## src/rtl/morse_round_controller.sv

```systemverilog
// Game sequencer for the Morse number trainer: it picks a target digit, plays it on the lamp,
// waits for the player's answer or a timeout, and keeps the score and round count for the game.
module morse_round_controller #(
    parameter int DOT_UNITS     = 1,
    parameter int DASH_UNITS    = 3,
    parameter int GAP_UNITS     = 1,
    parameter int TIMEOUT_UNITS = 64,
    parameter int ROUNDS        = 8
) (
    input  logic       clk,
    input  logic       reset_n,
    input  logic       tick,
    input  logic       start,
    input  logic [3:0] morse_number,
    input  logic       answer_valid,
    input  logic [3:0] answer_digit,
    output logic [3:0] q,
    output logic       led,
    output logic       busy,
    output logic       await_answer,
    output logic       correct,
    output logic       wrong,
    output logic [3:0] score,
    output logic [3:0] round,
    output logic       game_over
);

    localparam int MAX_UNITS = (DASH_UNITS > TIMEOUT_UNITS) ? DASH_UNITS : TIMEOUT_UNITS;
    localparam int CW        = $clog2(MAX_UNITS + 1);

    typedef enum logic [2:0] {
        S_IDLE     = 3'd0,
        S_LOAD     = 3'd1,
        S_PLAY_ON  = 3'd2,
        S_PLAY_GAP = 3'd3,
        S_WAIT_ANS = 3'd4,
        S_RESULT   = 3'd5,
        S_OVER     = 3'd6
    } state_t;

    state_t        state_r, state_nx;
    logic [3:0]    q_r;
    logic [3:0]    target_r, target_nx;
    logic [2:0]    sym_r, sym_nx;
    logic [CW-1:0] cnt_r, cnt_nx;
    logic [3:0]    score_r, score_nx;
    logic [3:0]    round_r, round_nx;
    logic          hit_r, hit_nx;
    logic [CW-1:0] cnt_inc_s;
    logic [CW-1:0] on_len_s;

    // Digits 1-5 lead with dots, 6-9 lead with dashes; 0 and out-of-range codes are all dashes.
    function automatic logic is_dash(input logic [3:0] d, input logic [2:0] s);
        logic r;
        r = 1'b1;
        if ((d >= 4'd1) && (d <= 4'd5)) begin
            r = ({1'b0, s} >= d);
        end else if ((d >= 4'd6) && (d <= 4'd9)) begin
            r = ({1'b0, s} < (d - 4'd5));
        end else begin
            r = 1'b1;
        end
        return r;
    endfunction

    assign cnt_inc_s = cnt_r + CW'(1);
    assign on_len_s  = is_dash(target_r, sym_r) ? CW'(DASH_UNITS) : CW'(DOT_UNITS);

    // State and datapath registers.
    always_ff @(posedge clk or negedge reset_n) begin
        if (!reset_n) begin
            state_r  <= S_IDLE;
            q_r      <= 4'd0;
            target_r <= 4'd0;
            sym_r    <= 3'd0;
            cnt_r    <= '0;
            score_r  <= 4'd0;
            round_r  <= 4'd0;
            hit_r    <= 1'b0;
        end else begin
            state_r  <= state_nx;
            q_r      <= q_r + 4'd1;
            target_r <= target_nx;
            sym_r    <= sym_nx;
            cnt_r    <= cnt_nx;
            score_r  <= score_nx;
            round_r  <= round_nx;
            hit_r    <= hit_nx;
        end
    end

    // Next-state and datapath update logic.
    always_comb begin
        state_nx  = state_r;
        target_nx = target_r;
        sym_nx    = sym_r;
        cnt_nx    = cnt_r;
        score_nx  = score_r;
        round_nx  = round_r;
        hit_nx    = hit_r;
        case (state_r)
            S_IDLE, S_OVER: begin
                if (start) begin
                    score_nx = 4'd0;
                    round_nx = 4'd0;
                    state_nx = S_LOAD;
                end else begin
                    state_nx = state_r;
                end
            end
            S_LOAD: begin
                target_nx = morse_number;
                sym_nx    = 3'd0;
                cnt_nx    = '0;
                state_nx  = S_PLAY_ON;
            end
            S_PLAY_ON: begin
                if (!tick) begin
                    cnt_nx = cnt_r;
                end else if (cnt_inc_s == on_len_s) begin
                    cnt_nx   = '0;
                    state_nx = S_PLAY_GAP;
                end else begin
                    cnt_nx = cnt_inc_s;
                end
            end
            S_PLAY_GAP: begin
                if (!tick) begin
                    cnt_nx = cnt_r;
                end else if (cnt_inc_s != CW'(GAP_UNITS)) begin
                    cnt_nx = cnt_inc_s;
                end else if (sym_r == 3'd4) begin
                    cnt_nx   = '0;
                    state_nx = S_WAIT_ANS;
                end else begin
                    cnt_nx   = '0;
                    sym_nx   = sym_r + 3'd1;
                    state_nx = S_PLAY_ON;
                end
            end
            S_WAIT_ANS: begin
                // A real answer beats a timeout landing on the same tick.
                if (answer_valid) begin
                    hit_nx   = (answer_digit == target_r);
                    state_nx = S_RESULT;
                end else if (tick && (cnt_inc_s == CW'(TIMEOUT_UNITS))) begin
                    hit_nx   = 1'b0;
                    state_nx = S_RESULT;
                end else if (tick) begin
                    cnt_nx = cnt_inc_s;
                end else begin
                    cnt_nx = cnt_r;
                end
            end
            S_RESULT: begin
                if (hit_r && (score_r != 4'd15)) begin
                    score_nx = score_r + 4'd1;
                end else begin
                    score_nx = score_r;
                end
                round_nx = round_r + 4'd1;
                if ((round_r + 4'd1) == 4'(ROUNDS)) begin
                    state_nx = S_OVER;
                end else begin
                    state_nx = S_LOAD;
                end
            end
            default: begin
                state_nx = S_IDLE;
            end
        endcase
    end

    assign q            = q_r;
    assign led          = (state_r == S_PLAY_ON);
    assign busy         = (state_r != S_IDLE) && (state_r != S_OVER);
    assign await_answer = (state_r == S_WAIT_ANS);
    assign correct      = (state_r == S_RESULT) && hit_r;
    assign wrong        = (state_r == S_RESULT) && !hit_r;
    assign score        = score_r;
    assign round        = round_r;
    assign game_over    = (state_r == S_OVER);

endmodule
```

## config.mk

```make
export PLATFORM = sky130hd
export DESIGN_NAME = morse_round_controller
export DESIGN_NICKNAME = d
export VERILOG_FILES = /design/src/rtl/morse_round_controller.sv
export SDC_FILE = /design/constraint.sdc
export NUM_CORES = 1
export LEC_CHECK = 0
export ABC_CLOCK_PERIOD_IN_PS = 2400
export CAP_MARGIN = 25
export CORE_MARGIN = 1.5
export CORE_UTILIZATION = 24
export DETAILED_ROUTE_END_ITERATION = 6
export PLACE_DENSITY = 0.39
export SYNTH_ARGS = -nofsm -noshare
export SYNTH_HDL_FRONTEND = slang
export SYNTH_SLANG_ARGS = --single-unit
export TNS_END_PERCENT = 5
```

## constraint.sdc

```tcl
create_clock -name clk -period 2.4 [get_ports clk]
set_clock_uncertainty 0.15 [all_clocks]
set_input_delay 0.24 -clock clk [delete_from_list [all_inputs] [get_ports clk]]
set_output_delay 0.24 -clock clk [all_outputs]
set_load 0.02 [all_outputs]
```

## Word-level counts from Yosys, hierarchy flattened

Cells that the tools add are included.

- Register bits: 30
- Bits of input ports: 13
- Output and inout bits: 18
- Word-level logic and storage cells: 97

- Add/sub/neg operators: 6
- Magnitude comparators: 6
- Equal/unequal tests: 25
- Mux-type cells: 31
- Reductions and logical operators: 21

Operator list:

| kind | count |
|---|---|
| $mux 7 | 7 |
| $mux 3 | 12 |
| $pmux 7 s4 | 1 |
| $ne 2x2->1 const B | 9 |
| $pmux 3 s6 | 1 |
| $pmux 4 s2 | 2 |
| $add 4x1->4 const B | 3 |
| $eq 3x3->1 const B | 4 |
| $reduce_and 6->1 | 2 |
| $mux 4 | 2 |
| $add 7x1->7 const B | 1 |
| $eq 7x2->1 | 1 |
| $eq 7x7->1 const B | 1 |
| $logic_and 1x1->1 | 7 |
| $ne 7x1->1 const B | 1 |
| $eq 3x2->1 const B | 2 |
| $pmux 3 s2 | 1 |
| $reduce_bool 2->1 | 3 |
| $eq 4x4->1 | 1 |
| $eq 4x4->1 const B | 1 |
| $ge 3x4->1 | 1 |
| $ge 4x1->1 const B | 1 |
| $ge 4x3->1 const B | 1 |
| $le 4x3->1 const B | 1 |
| other kinds (19) | 23 |

## Depth between registers and ports, before layout

Gate-level depths: netlist of run 1.

- Word-level depth: 9
- Mapped depth: 11

## Worst setup path after synthesis of run 1

No wires, ideal clock.

- Kind: reg-to-reg
- From: register target_r[0] (netlist name)
- To: register sym_r[0]
- Library setup time: 128 ps
- Data arrival time: 2351 ps
- Required time: 2122 ps
- Slack: -228 ps
- Cell stages (with the launch flop): 12
- Buffers on the path: 0
- Clock period less this slack: 2628 ps
- Path through: dfrtp_1 > inv_1 > ha_1 > xnor2_1 > inv_1 > ha_1 > o21a_1 > o22ai_1 > a2111o_1 > nand4_1 > nand3_1 > mux2_1

RTL lines:

| item | RTL line | source |
|---|---|---|
| end signal, assigned | 84 | `sym_r <= sym_nx;` |
| end, declared | 44 | `logic [2:0] sym_r, sym_nx;` |

==> metrics.txt, run 1 <==
# TYPE chip_impl_metric gauge
chip_impl_metric{name="syn_area",unit="um2"} 1960
chip_impl_metric{name="cap_violations",unit=""} 0
chip_impl_metric{name="fmax",unit="GHz"} 0.382
chip_impl_metric{name="post_synthesis_average_cell_area",unit="um2"} 9.11
chip_impl_metric{name="ys.warnings.count",unit=""} 0
chip_impl_metric{name="grt_first_pass_wirelength",unit="mm"} 8.40
chip_impl_metric{name="critPathArrivalTime",unit="ns"} 2.64
chip_impl_metric{name="worst-path-buf-inv",unit=""} 2
chip_impl_metric{name="synth-edff-count",unit=""} 0
chip_impl_metric{name="placement.io_buffers",unit=""} 30
chip_impl_metric{name="number_of_nets_in_the_synthesized_netlist",unit=""} 245
chip_impl_metric{name="vdd.ir_drop.worst",unit="V"} 0.000415
chip_impl_metric{name="timing.final.ws_setup",unit="ns"} -0.219
chip_impl_metric{name="cts.reportedPaths.clkPinSlew",unit="ns"} 0.08
chip_impl_info{name="failing_checks",value="negative setup slack"} 1
chip_impl_metric{name="first_iter_violations",unit=""} 65
chip_impl_info{name="hp-class",value="primary input to asynchronous set/reset pin"} 1
chip_impl_metric{name="worst-endpoint-required",unit="ns"} 2.42
chip_impl_metric{name="power-per-cell-area",unit="nW/um2"} 1050
chip_impl_metric{name="detail_route.drc_violations",unit=""} 0
chip_impl_info{name="worst_path_most_repeated_cell",value="sky130_fd_sc_hd__nand4_1"} 1
chip_impl_metric{name="layout_worst_path_cycle_share",unit=""} 1.09
chip_impl_metric{name="leak",unit="nW"} 1.31
chip_impl_metric{name="cts_max_path_buffers",unit=""} 2
chip_impl_metric{name="synthToLayoutAreaGrowth",unit="%"} 43.2
chip_impl_metric{name="worst_slew_pin_slew",unit="ns"} 0.427
chip_impl_info{name="rsz0062_at_grt",value="true"} 1
chip_impl_metric{name="grt_use_met3",unit=""} 0.0309
chip_impl_metric{name="number_of_global_route_vias_before_repair",unit=""} 1754
chip_impl_metric{name="number_of_instances_in_the_synthesized_netlist",unit=""} 215
chip_impl_metric{name="nets_final",unit=""} 312
chip_impl_metric{name="groute.layer.met1.usage",unit=""} 0.169
chip_impl_metric{name="post_route_cells_drive_above_1_share",unit=""} 0.226
chip_impl_info{name="tritoncts",value="done"} 1
chip_impl_metric{name="ant_nets",unit=""} 0
chip_impl_metric{name="detailedPlacementHpwl",unit="mm"} 3.68
chip_impl_metric{name="largest_net_degree_at_the_start_of_global_routing",unit=""} 31
chip_impl_metric{name="critical_path.max_stage_delay",unit="ns"} 0.40
chip_impl_metric{name="std_cell_rows",unit=""} 32
chip_impl_metric{name="gr-usage-met2",unit=""} 0.195
chip_impl_info{name="globalRoute.busiestLayer",value="met2"} 1
chip_impl_metric{name="cts_hold_repair.buffers",unit=""} 0
chip_impl_info{name="crit_chain",value="inv_2 > ha_4 > xnor2_2 > inv_1 > ha_1 > o21a_1 > o22ai_2 > a2111o_1 > nand4_1 > nand4_1 > mux2_4"} 1
chip_impl_metric{name="worst_skew_pair_latency",unit="ns"} 0.29
chip_impl_metric{name="vias",unit=""} 1718
chip_impl_metric{name="core-area",unit="um2"} 7810
chip_impl_info{name="crit_path_start_kind",value="flip-flop"} 1
chip_impl_metric{name="synth_async_sr_flop_share",unit=""} 1.00
chip_impl_metric{name="final_period_minus_worst_setup_slack",unit="ns"} 2.62
chip_impl_metric{name="hold_viol_final",unit=""} 0
chip_impl_metric{name="synthDistinctLibCells",unit=""} 47
chip_impl_metric{name="synth.ff_latch_count",unit=""} 30
chip_impl_metric{name="floorplan.initialDensity",unit=""} 0.251
chip_impl_info{name="worst-setup-path-type",value="flip-flop to flip-flop"} 1
chip_impl_metric{name="timing.critical_path.fanout_max",unit=""} 5
chip_impl_metric{name="seq_area_frac_synth",unit=""} 0.383
chip_impl_metric{name="antenna-diode-count",unit=""} 0
chip_impl_metric{name="worst_case_setup_slack_after_placement",unit="ns"} -0.293
chip_impl_metric{name="h_tree_lvls",unit=""} 2
chip_impl_metric{name="ioPinCount",unit=""} 31
chip_impl_metric{name="setup_viol",unit=""} 7
chip_impl_metric{name="die_width",unit="um"} 93.4
chip_impl_metric{name="route.detailed.vias_per_inst",unit=""} 4.46
chip_impl_metric{name="timing.slew.headroom",unit=""} 0.716
chip_impl_metric{name="drt_first_pass_iters",unit=""} 4
chip_impl_info{name="ctsRootBufferMaster",value="sky130_fd_sc_hd__clkbuf_8"} 1
chip_impl_metric{name="finalWeightedCongestion",unit=""} 0.744
chip_impl_metric{name="initial_antenna_violation_count",unit=""} 0
chip_impl_metric{name="dieHeight",unit="um"} 93.4
chip_impl_metric{name="wirelength",unit="mm"} 5.03
chip_impl_metric{name="numCtsBuffers",unit=""} 5
chip_impl_metric{name="timing.setup.tns",unit="ns"} -0.951
chip_impl_metric{name="clock-sinks",unit=""} 30
chip_impl_metric{name="gr-usage-all-layers",unit=""} 0.125
chip_impl_info{name="timing.critical_path.to_type",value="flip-flop"} 1
chip_impl_metric{name="routed_len_inst",unit="um"} 13.1
chip_impl_metric{name="design.die.area",unit="um2"} 8720
chip_impl_metric{name="grt_remaining_overflow",unit=""} 0
chip_impl_metric{name="timing.final.max_slew_violations",unit=""} 0
chip_impl_info{name="cell_type_group_with_the_largest_total_delay_on_the_critical_path",value="compound AO/OA/AOI/OAI gates"} 1
chip_impl_info{name="synth-main-ff-cell",value="sky130_fd_sc_hd__dfrtp_1"} 1
chip_impl_info{name="critical_path.slowest_cell",value="sky130_fd_sc_hd__dfrtp_1"} 1
chip_impl_info{name="run_status",value="finished with violations"} 1
power by group:
group          internal (mW)  switching (mW)  leakage [nW]
combinational          0.826           0.831         0.861
sequential             0.635           0.146         0.395
clock                  0.290           0.213        0.0575
cells in the final DEF, fill, tap and decap left out, types with 2 or more instances in the layout:
cell	count
sky130_fd_sc_hd__buf_4	36
sky130_fd_sc_hd__dfrtp_1	30
sky130_fd_sc_hd__clkdlybuf4s50_1	29
sky130_fd_sc_hd__nand2_1	26
sky130_fd_sc_hd__o21ai_0	16
sky130_fd_sc_hd__nor2_1	15
sky130_fd_sc_hd__ha_1	15
sky130_fd_sc_hd__nand3_1	13
sky130_fd_sc_hd__inv_1	10
sky130_fd_sc_hd__a21oi_1	8
sky130_fd_sc_hd__clkbuf_8	8
sky130_fd_sc_hd__xnor2_1	5
sky130_fd_sc_hd__xor2_1	5
sky130_fd_sc_hd__nand2b_1	5
sky130_fd_sc_hd__nand4_1	5
sky130_fd_sc_hd__inv_2	3
sky130_fd_sc_hd__nor2b_1	3
sky130_fd_sc_hd__o21ai_1	3
sky130_fd_sc_hd__a22o_1	3
sky130_fd_sc_hd__or4_1	3
sky130_fd_sc_hd__mux2_2	3
sky130_fd_sc_hd__and2_1	2
sky130_fd_sc_hd__o211ai_1	2
sky130_fd_sc_hd__nand3b_1	2
sky130_fd_sc_hd__a31oi_1	2
sky130_fd_sc_hd__mux2_1	2
metal layers:
metal,vias to the layer above,share of wire
met4,0,0.013
li1,897,-
met2,19,0.45
met5,-,0
met1,795,0.51
met3,7,0.033
stage by stage:
stage / util / total power, mW / instances / cell area (um2) / hold slack, ns
after floorplan: - / 1.74 / 215 / 1980 / -0.206
after global routing: 0.359 / 3.22 / 385 / 2810 / 0.246
after detailed placement: 0.339 / 2.41 / 376 / 2650 / 0.315
after global placement: 0.339 / 2.40 / 376 / 2650 / 0.311
final: 0.359 / 2.94 / 385 / 2810 / 0.199
after CTS: 0.356 / 2.97 / 385 / 2780 / 0.217
Yosys cell counts, types with 3 or more instances:
cell type,n,area share
sky130_fd_sc_hd__clkbuf_1,5,0.0096
sky130_fd_sc_hd__o21ai_0,17,0.043
sky130_fd_sc_hd__nand4_1,5,0.016
sky130_fd_sc_hd__nor2_1,15,0.029
sky130_fd_sc_hd__a22o_1,3,0.013
sky130_fd_sc_hd__ha_1,17,0.11
sky130_fd_sc_hd__dfrtp_1,30,0.38
sky130_fd_sc_hd__or4_1,3,0.011
sky130_fd_sc_hd__a21oi_1,8,0.020
sky130_fd_sc_hd__mux2_2,3,0.017
sky130_fd_sc_hd__nor2b_1,4,0.013
sky130_fd_sc_hd__xor2_1,5,0.022
sky130_fd_sc_hd__xnor2_1,6,0.027
sky130_fd_sc_hd__nand2_1,26,0.050
sky130_fd_sc_hd__nand3_1,14,0.036
sky130_fd_sc_hd__mux2_1,3,0.017
sky130_fd_sc_hd__nand2b_1,5,0.016
sky130_fd_sc_hd__inv_1,12,0.023
logic make-up (layout without fill, tap and decap cells):
| kind of cell | after synthesis | after routing | share of synthesized area |
|---|---|---|---|
| muxes | 7 | 7 | 0.0396 |
| xor gates and xnor gates | 11 | 11 | 0.0492 |
| adders and majority gates | 17 | 17 | 0.109 |
| AOI/OAI and AO/OA | 46 | 46 | 0.158 |
| DFF | 30 | 30 | 0.383 |
| buffers and inverters | 19 | 87 | 0.0402 |
| and+or+nand+nor | 85 | 85 | 0.221 |
layout make-up:
class / instances / area, um2
Sequential cell: 30 / 751
Multi-Input combinational cell: 166 / 1200
Timing Repair Buffer: 66 / 573
Fill cell: 815 / 5000
Tap cell: 102 / 128
Inverter: 13 / 48.8
Clock buffer: 8 / 110
state kept, by name, indices dropped and copies added (netlist names):
register and flops:
cnt_r 7, hit_r 1, q 4, round 4, score 4, state_r 3, sym_r 3, target_r 4
worst paths after layout:
check | start | endpoint | slack [ns] | cells past startpoint
setup reg to reg | target_r[0]$_DFFE_PN0P_ | sym_r[2]$_DFFE_PN0P_ | -0.22 | 11
hold / removal | reset_n | cnt_r[4]$_DFFE_PN0P_ | 0.20 | 2
hold reg to reg | q[3]$_DFF_PN0_ | q[3]$_DFF_PN0_ | 0.32 | 1
max in group asynchronous | reset_n | sym_r[2]$_DFFE_PN0P_ | 1.59 | 2
setup / recovery | target_r[0]$_DFFE_PN0P_ | sym_r[2]$_DFFE_PN0P_ | -0.22 | 11
min in group clk | q[3]$_DFF_PN0_ | q[3]$_DFF_PN0_ | 0.32 | 1
repair_timing:
| action | in CTS | in global routing |
|---|---|---|
| gates resized for setup | 5 | 5 |
| pin swaps | 4 | 2 |
| setup endpoints to repair | 12 | 15 |
| buffers inserted | 1 | 0 |
No activity file was read; power rests on OpenSTA's default activity.
==> run 2, diff against run 1 <==
Settings changed: CORE_UTILIZATION 24 to 48, GPL_TIMING_DRIVEN set to 0, PLACE_DENSITY 0.39 to 0.71.
==> run 2 against run 1 <==
The flow still finishes with violations (negative setup slack). First-iteration DRC count rose by 62%. Sequential power rose by 5.8%. Critical path depth did not move. Count of clock-buffer cells in the layout is 2 lower. Combinational power fell by 8%. Total power is 4.7% lower. Global-route usage up 9.8 points. Cell count fell by 19%. Critical path type unchanged.
==> metrics.txt, run 2 (synthesis results as in run 1) <==
# TYPE chip_impl_metric gauge
chip_impl_metric{name="vias",unit=""} 1705
chip_impl_metric{name="place_area",unit="um2"} 2340
chip_impl_info{name="run_status",value="finished with violations"} 1
chip_impl_info{name="crit_path_start_kind",value="flip-flop"} 1
chip_impl_metric{name="ioPinCount",unit=""} 31
chip_impl_metric{name="timing.final.ws_setup",unit="ns"} -0.236
chip_impl_metric{name="timing.slew.headroom",unit=""} 0.543
chip_impl_metric{name="worst_slew_pin_slew",unit="ns"} 0.685
chip_impl_metric{name="grt_first_pass_wirelength",unit="mm"} 7.43
chip_impl_metric{name="cts_max_path_buffers",unit=""} 2
chip_impl_metric{name="design.die.area",unit="um2"} 4470
chip_impl_metric{name="detailedPlacementHpwl",unit="mm"} 3.00
chip_impl_info{name="hp-class",value="flip-flop to flip-flop"} 1
chip_impl_metric{name="worst-endpoint-required",unit="ns"} 2.43
chip_impl_metric{name="floorplan.initialDensity",unit=""} 0.493
chip_impl_metric{name="routed_len_inst",unit="um"} 13.9
chip_impl_metric{name="cts.reportedPaths.clkPinSlew",unit="ns"} 0.07
chip_impl_metric{name="cellInternalPower",unit="mW"} 1.60
chip_impl_metric{name="number_of_global_route_vias_before_repair",unit=""} 1629
chip_impl_metric{name="gr-usage-all-layers",unit=""} 0.223
chip_impl_info{name="timing.critical_path.to_type",value="flip-flop"} 1
chip_impl_metric{name="timing.setup.tns",unit="ns"} -1.00
chip_impl_metric{name="final-seq-area",unit="um2"} 756
chip_impl_info{name="ctsRootBufferMaster",value="sky130_fd_sc_hd__clkbuf_8"} 1
chip_impl_metric{name="swShare",unit=""} 0.431
chip_impl_metric{name="critPathArrivalTime",unit="ns"} 2.66
chip_impl_metric{name="placement.io_buffers",unit=""} 30
chip_impl_metric{name="ant_nets",unit=""} 0
chip_impl_metric{name="vdd.ir_drop.worst",unit="V"} 0.000631
chip_impl_info{name="worst-setup-path-type",value="flip-flop to flip-flop"} 1
chip_impl_metric{name="grt_remaining_overflow",unit=""} 0
chip_impl_metric{name="post_route_cells_drive_above_1_share",unit=""} 0.205
chip_impl_metric{name="antenna-diode-count",unit=""} 0
chip_impl_metric{name="multi_input_comb_area",unit="um2"} 1240
chip_impl_info{name="rsz0062_at_grt",value="true"} 1
chip_impl_metric{name="initial_antenna_violation_count",unit=""} 0
chip_impl_metric{name="drt_first_pass_iters",unit=""} 4
chip_impl_metric{name="first_iter_violations",unit=""} 105
chip_impl_metric{name="dieHeight",unit="um"} 66.9
chip_impl_metric{name="timing.final.max_slew_violations",unit=""} 0
chip_impl_metric{name="nets_final",unit=""} 292
chip_impl_metric{name="fmax",unit="GHz"} 0.379
chip_impl_metric{name="fill_cells",unit=""} 344
chip_impl_metric{name="std_cell_rows",unit=""} 23
chip_impl_metric{name="core-area",unit="um2"} 3970
chip_impl_metric{name="worst_skew_pair_latency",unit="ns"} 0.30
chip_impl_metric{name="numCtsBuffers",unit=""} 5
chip_impl_metric{name="synthToLayoutAreaGrowth",unit="%"} 33.7
chip_impl_metric{name="largest_reg_flops",unit=""} 7
chip_impl_metric{name="hold_viol_final",unit=""} 0
chip_impl_metric{name="layout_worst_path_cycle_share",unit=""} 1.10
chip_impl_metric{name="end_of_flow_core_utilization",unit=""} 0.660
chip_impl_metric{name="power-per-cell-area",unit="nW/um2"} 1070
chip_impl_info{name="crit_chain",value="inv_4 > ha_4 > xnor2_2 > inv_1 > ha_1 > o21a_1 > o22ai_2 > a2111o_1 > nand4_1 > nand4_1 > mux2_4"} 1
chip_impl_metric{name="setup_viol",unit=""} 8
chip_impl_metric{name="clock-sinks",unit=""} 30
chip_impl_metric{name="h_tree_lvls",unit=""} 2
chip_impl_metric{name="largest_net_degree_at_the_start_of_global_routing",unit=""} 31
chip_impl_metric{name="power_frac_clock",unit=""} 0.160
chip_impl_info{name="regMostFlops",value="cnt_r"} 1
chip_impl_metric{name="final_cell_area",unit="um2"} 2620
chip_impl_info{name="worst_path_most_repeated_cell",value="sky130_fd_sc_hd__nand4_1"} 1
chip_impl_metric{name="seq_power_share",unit=""} 0.295
chip_impl_metric{name="timing.critical_path.fanout_max",unit=""} 5
chip_impl_metric{name="wirelength",unit="mm"} 4.36
chip_impl_info{name="commonest_cells_after_routing_fill_and_taps_aside",value="sky130_fd_sc_hd__clkdlybuf4s50_1 (27), sky130_fd_sc_hd__dfrtp_1 (26), sky130_fd_sc_hd__nand2_1 (24)"} 1
chip_impl_metric{name="detail_route.drc_violations",unit=""} 0
chip_impl_metric{name="leak",unit="nW"} 1.22
chip_impl_info{name="layout_commonest_cell",value="sky130_fd_sc_hd__clkdlybuf4s50_1"} 1
chip_impl_metric{name="route.detailed.vias_per_inst",unit=""} 5.45
chip_impl_metric{name="cap_violations",unit=""} 0
chip_impl_metric{name="final_period_minus_worst_setup_slack",unit="ns"} 2.64
chip_impl_metric{name="finalWeightedCongestion",unit=""} 0.813
chip_impl_metric{name="critical_path.max_stage_delay",unit="ns"} 0.43
chip_impl_info{name="failing_checks",value="negative setup slack"} 1
chip_impl_metric{name="worst_case_setup_slack_after_placement",unit="ns"} -0.347
chip_impl_metric{name="comb_power_share",unit=""} 0.545
chip_impl_metric{name="die_width",unit="um"} 66.9
chip_impl_info{name="critical_path.slowest_cell",value="sky130_fd_sc_hd__dfrtp_2"} 1
chip_impl_info{name="tritoncts",value="done"} 1
chip_impl_metric{name="switchingPower",unit="mW"} 1.21
-- run 2: per-layer routing --
layer,part of all wire,global-route usage,vias up
li1,-,-,857
met1,0.47,0.289,813
met2,0.48,0.359,25
met3,0.033,0.0439,10
met4,0.020,0.0969,0
met5,0,0,-
-- run 2: repair_timing --
item / CTS / global route
hold buffers: 1 / 0
endpoints found under the setup margin: 15 / 16
pin swaps: 6 / 7
resized for setup: 19 / 11
endpoints found under the hold margin: 30 / 0
buffers inserted: 8 / 1
-- run 2: worst paths after layout --
check,startpoint,slack (ns),cells after the start,endpoint
setup / recovery,target_r[0]$_DFFE_PN0P_,-0.24,11,sym_r[2]$_DFFE_PN0P_
hold / removal,q[3]$_DFF_PN0_,0.32,1,q[3]$_DFF_PN0_
setup reg to reg,target_r[0]$_DFFE_PN0P_,-0.24,11,sym_r[2]$_DFFE_PN0P_
hold reg to reg,q[3]$_DFF_PN0_,0.32,1,q[3]$_DFF_PN0_
max in group asynchronous,reset_n,1.24,2,target_r[0]$_DFFE_PN0P_
min in group asynchronous,reset_n,0.36,2,cnt_r[4]$_DFFE_PN0P_
-- run 2: worst max-delay path: cells and delay by family (launching register included) --
family	cells	cell delay, ns
AO/OA/AOI/OAI	3	0.57
flip-flops	1	0.43
adder cells (fa/ha/maj)	2	0.41
AND/OR/NAND/NOR	2	0.39
multiplexers	1	0.33
buffers and inverters	2	0.13
XOR/XNOR	1	0.12
-- run 2: final cells by class --
type	instances	area share
Buffer	6	0.0143
Inverter	13	0.0196
Multi-Input combinational cell	166	0.475
Timing Repair Buffer	40	0.143
Clock inverter	2	0.00478
Clock buffer	6	0.0315
Sequential cell	30	0.288
Tap cell	50	0.0239
-- run 2: power groups by stage --
stage / combinational (mW) / clock, mW / sequential, mW
finish: 1.53 / 0.449 / 0.826
detailed placement: 1.26 / 0 / 0.821
CTS: 1.44 / 0.453 / 0.814
global route: 1.71 / 0.477 / 0.853
global placement: 1.23 / 0 / 0.815
floorplan: 0.949 / 0 / 0.791
-- run 2: stage by stage --
step | power [mW] | std cells | hold WS (ns)
after floorplan | 1.74 | 215 | -0.206
after global placement | 2.05 | 295 | 0.311
after detailed placement | 2.08 | 295 | 0.180
after CTS | 2.71 | 312 | 0.325
after global routing | 3.04 | 313 | 0.348
final | 2.80 | 313 | 0.318
==> run 3, diff against run 2 <==
Settings changed: CORE_UTILIZATION 48 to 30, PLACE_DENSITY 0.71 to 0.47.
==> run 3 against run 2 <==
The run still ends with negative setup slack left. Highest routed layer unchanged. Worst setup slack lost 0.044 ns. Global-route usage shrank 8.1 points. Sequential power shrank 0.5%. Largest cell class unchanged. Via count shrank 2.4%. Maximum frequency shrank 1.7%. Sequential share of layout area shrank 0.59 points.
==> metrics.txt, run 3 (synthesis results as in run 1) <==
# TYPE chip_impl_metric gauge
chip_impl_metric{name="timing.slew.headroom",unit=""} 0.520
chip_impl_metric{name="cts_max_path_buffers",unit=""} 2
chip_impl_metric{name="largest_reg_flops",unit=""} 7
chip_impl_metric{name="gr-usage-all-layers",unit=""} 0.142
chip_impl_metric{name="vias",unit=""} 1664
chip_impl_info{name="commonest_cells_after_routing_fill_and_taps_aside",value="sky130_fd_sc_hd__dfrtp_1 (26), sky130_fd_sc_hd__clkdlybuf4s50_1 (26), sky130_fd_sc_hd__nand2_1 (24)"} 1
chip_impl_metric{name="worst-endpoint-required",unit="ns"} 2.42
chip_impl_metric{name="holdPathStages",unit=""} 1
chip_impl_info{name="rsz0062_at_grt",value="true"} 1
chip_impl_metric{name="fill_cells",unit=""} 633
chip_impl_metric{name="h_tree_lvls",unit=""} 2
chip_impl_metric{name="worst_case_setup_slack_after_placement",unit="ns"} -0.372
chip_impl_info{name="worstHoldStart",value="q[3]$_DFF_PN0_"} 1
chip_impl_metric{name="power-per-cell-area",unit="nW/um2"} 1060
chip_impl_metric{name="drt_first_pass_iters",unit=""} 4
chip_impl_metric{name="timing.setup.tns",unit="ns"} -1.41
chip_impl_info{name="run_status",value="finished with violations"} 1
chip_impl_metric{name="initial_antenna_violation_count",unit=""} 0
chip_impl_metric{name="core-area",unit="um2"} 6310
chip_impl_metric{name="numCtsBuffers",unit=""} 5
chip_impl_metric{name="leak",unit="nW"} 1.25
chip_impl_metric{name="rrSetupSlack",unit="ns"} -0.28
chip_impl_metric{name="dieHeight",unit="um"} 83.8
chip_impl_info{name="hp-class",value="flip-flop to flip-flop"} 1
chip_impl_metric{name="timing.final.max_slew_violations",unit=""} 0
chip_impl_metric{name="place_area",unit="um2"} 2380
chip_impl_metric{name="nets_final",unit=""} 292
chip_impl_metric{name="final_cell_count_no_fill",unit=""} 340
chip_impl_metric{name="final_period_minus_worst_setup_slack",unit="ns"} 2.68
chip_impl_info{name="worst-setup-path-type",value="flip-flop to flip-flop"} 1
chip_impl_metric{name="r2r.worst_path.cells",unit=""} 11
chip_impl_metric{name="design.die.area",unit="um2"} 7020
chip_impl_metric{name="timing.final.ws_setup",unit="ns"} -0.281
chip_impl_info{name="failing_checks",value="negative setup slack"} 1
chip_impl_metric{name="critPathArrivalTime",unit="ns"} 2.70
chip_impl_metric{name="setup_viol",unit=""} 9
chip_impl_metric{name="routed_len_inst",unit="um"} 13.4
chip_impl_metric{name="first_iter_violations",unit=""} 70
chip_impl_metric{name="fmax",unit="GHz"} 0.373
chip_impl_info{name="hold_end",value="q[3]$_DFF_PN0_"} 1
chip_impl_metric{name="detail_route.drc_violations",unit=""} 0
chip_impl_metric{name="floorplan.initialDensity",unit=""} 0.310
chip_impl_metric{name="largest_net_degree_at_the_start_of_global_routing",unit=""} 31
chip_impl_metric{name="clock-sinks",unit=""} 30
chip_impl_metric{name="wirelength",unit="mm"} 4.55
chip_impl_metric{name="finalWeightedCongestion",unit=""} 0.714
chip_impl_metric{name="timing.critical_path.fanout_max",unit=""} 5
chip_impl_metric{name="detailedPlacementHpwl",unit="mm"} 3.22
chip_impl_metric{name="die_width",unit="um"} 83.8
chip_impl_info{name="ctsRootBufferMaster",value="sky130_fd_sc_hd__clkbuf_8"} 1
chip_impl_metric{name="placed_cells",unit=""} 322
chip_impl_metric{name="vdd.ir_drop.worst",unit="V"} 0.000458
chip_impl_metric{name="worst_slew_pin_slew",unit="ns"} 0.720
chip_impl_metric{name="placement.io_buffers",unit=""} 30
chip_impl_metric{name="cap_violations",unit=""} 0
chip_impl_metric{name="cts.reportedPaths.clkPinSlew",unit="ns"} 0.07
chip_impl_metric{name="route.detailed.vias_per_inst",unit=""} 4.89
chip_impl_info{name="worstReg2RegEnd",value="sym_r[2]$_DFFE_PN0P_"} 1
chip_impl_info{name="tritoncts",value="done"} 1
chip_impl_metric{name="std_cell_rows",unit=""} 29
chip_impl_metric{name="worst_skew_pair_latency",unit="ns"} 0.28
chip_impl_metric{name="hold_viol_final",unit=""} 0
chip_impl_metric{name="grt_first_pass_wirelength",unit="mm"} 8.01
chip_impl_info{name="timing.critical_path.to_type",value="flip-flop"} 1
chip_impl_metric{name="layout_worst_path_cycle_share",unit=""} 1.12
chip_impl_metric{name="synthToLayoutAreaGrowth",unit="%"} 36.5
chip_impl_info{name="regMostFlops",value="cnt_r"} 1
chip_impl_metric{name="post_route_cells_drive_above_1_share",unit=""} 0.202
chip_impl_metric{name="grt_remaining_overflow",unit=""} 0
chip_impl_metric{name="number_of_global_route_vias_before_repair",unit=""} 1666
chip_impl_info{name="r2r-start",value="target_r[0]$_DFFE_PN0P_"} 1
chip_impl_metric{name="antenna-diode-count",unit=""} 0
chip_impl_metric{name="holdWs",unit="ns"} 0.320
chip_impl_metric{name="ioPinCount",unit=""} 31
chip_impl_metric{name="ant_nets",unit=""} 0
chip_impl_metric{name="final_cell_area",unit="um2"} 2680
chip_impl_info{name="crit_path_start_kind",value="flip-flop"} 1
run 3: cell count changes in the layout (fill, tap and decap cells not counted), sizes merged:
cell / change
clkinv: -1
clkdlybuf4s50: -1
dlymetal6s2s: +1
clkinvlp: -1
clkbuf: +2
run 3: per-stage QoR:
stage	utilization	total power [mW]
2_1_floorplan	-	1.74
3_3_place_gp	0.377	2.09
3_5_place_dp	0.376	2.10
4_1_cts	0.417	2.80
5_1_grt	0.424	3.12
6_report	0.424	2.83
run 3: area by class of cell:
class | instances | area, um2 | share of cell area
inverters | 13 | 51.3 | 0.0192
multi-input cells | 166 | 1250 | 0.466
repair buffers | 40 | 377 | 0.141
clock buffers | 8 | 110 | 0.0412
plain buffers | 6 | 37.5 | 0.0140
well taps | 77 | 96.3 | 0.0360
flip-flops and latches | 30 | 756 | 0.283
run 3: critical path, stage by stage, from the launching register on:
cell                       delay (ns)
sky130_fd_sc_hd__dfrtp_2         0.40
sky130_fd_sc_hd__inv_4           0.05
sky130_fd_sc_hd__ha_4            0.16
sky130_fd_sc_hd__xnor2_2         0.17
sky130_fd_sc_hd__inv_1           0.06
sky130_fd_sc_hd__ha_1            0.27
sky130_fd_sc_hd__o21a_1          0.13
sky130_fd_sc_hd__o22ai_2         0.07
sky130_fd_sc_hd__a2111o_1        0.37
sky130_fd_sc_hd__nand4_1         0.25
sky130_fd_sc_hd__nand4_1         0.16
sky130_fd_sc_hd__mux2_4          0.32
run 3: worst max path at each step:
stage,endpoint,start,slack (ns),cells after the start
6_report,sym_r[2]$_DFFE_PN0P_,target_r[0]$_DFFE_PN0P_,-0.28,11
5_1_grt,sym_r[2]$_DFFE_PN0P_,target_r[0]$_DFFE_PN0P_,-0.44,11
4_1_cts,sym_r[2]$_DFFE_PN0P_,target_r[0]$_DFFE_PN0P_,-0.27,11
3_5_place_dp,sym_r[2]$_DFFE_PN0P_,target_r[1]$_DFFE_PN0P_,-0.37,11
3_3_place_gp,state_r[0]$_DFFE_PN0P_,target_r[0]$_DFFE_PN0P_,-0.39,11
2_1_floorplan,state_r[0]$_DFFE_PN0P_,target_r[0]$_DFFE_PN0P_,-0.13,11
run 3: what timing repair did:
item | in CTS | in global routing
hold buffers | 1 | 0
pin swaps | 12 | 5
endpoints found under the hold margin | 30 | 0
endpoints found under the setup margin | 15 | 15
resized for setup | 21 | 10
buffers inserted | 8 | 1
run 3: layer usage:
metal | track usage | part of all wire | vias to the layer above
li1 | - | - | 856
met1 | 0.194 | 0.51 | 779
met2 | 0.218 | 0.45 | 22
met3 | 0.0376 | 0.029 | 7
met4 | 0.0462 | 0.013 | 0
met5 | 0 | 0 | -
run 3: power by group:
| group | switching [mW] | total [mW] | internal [mW] |
|---|---|---|---|
| combinational | 0.800 | 1.52 | 0.715 |
| sequential | 0.181 | 0.822 | 0.641 |
| clock | 0.205 | 0.495 | 0.290 |
| total | 1.19 | 2.83 | 1.65 |
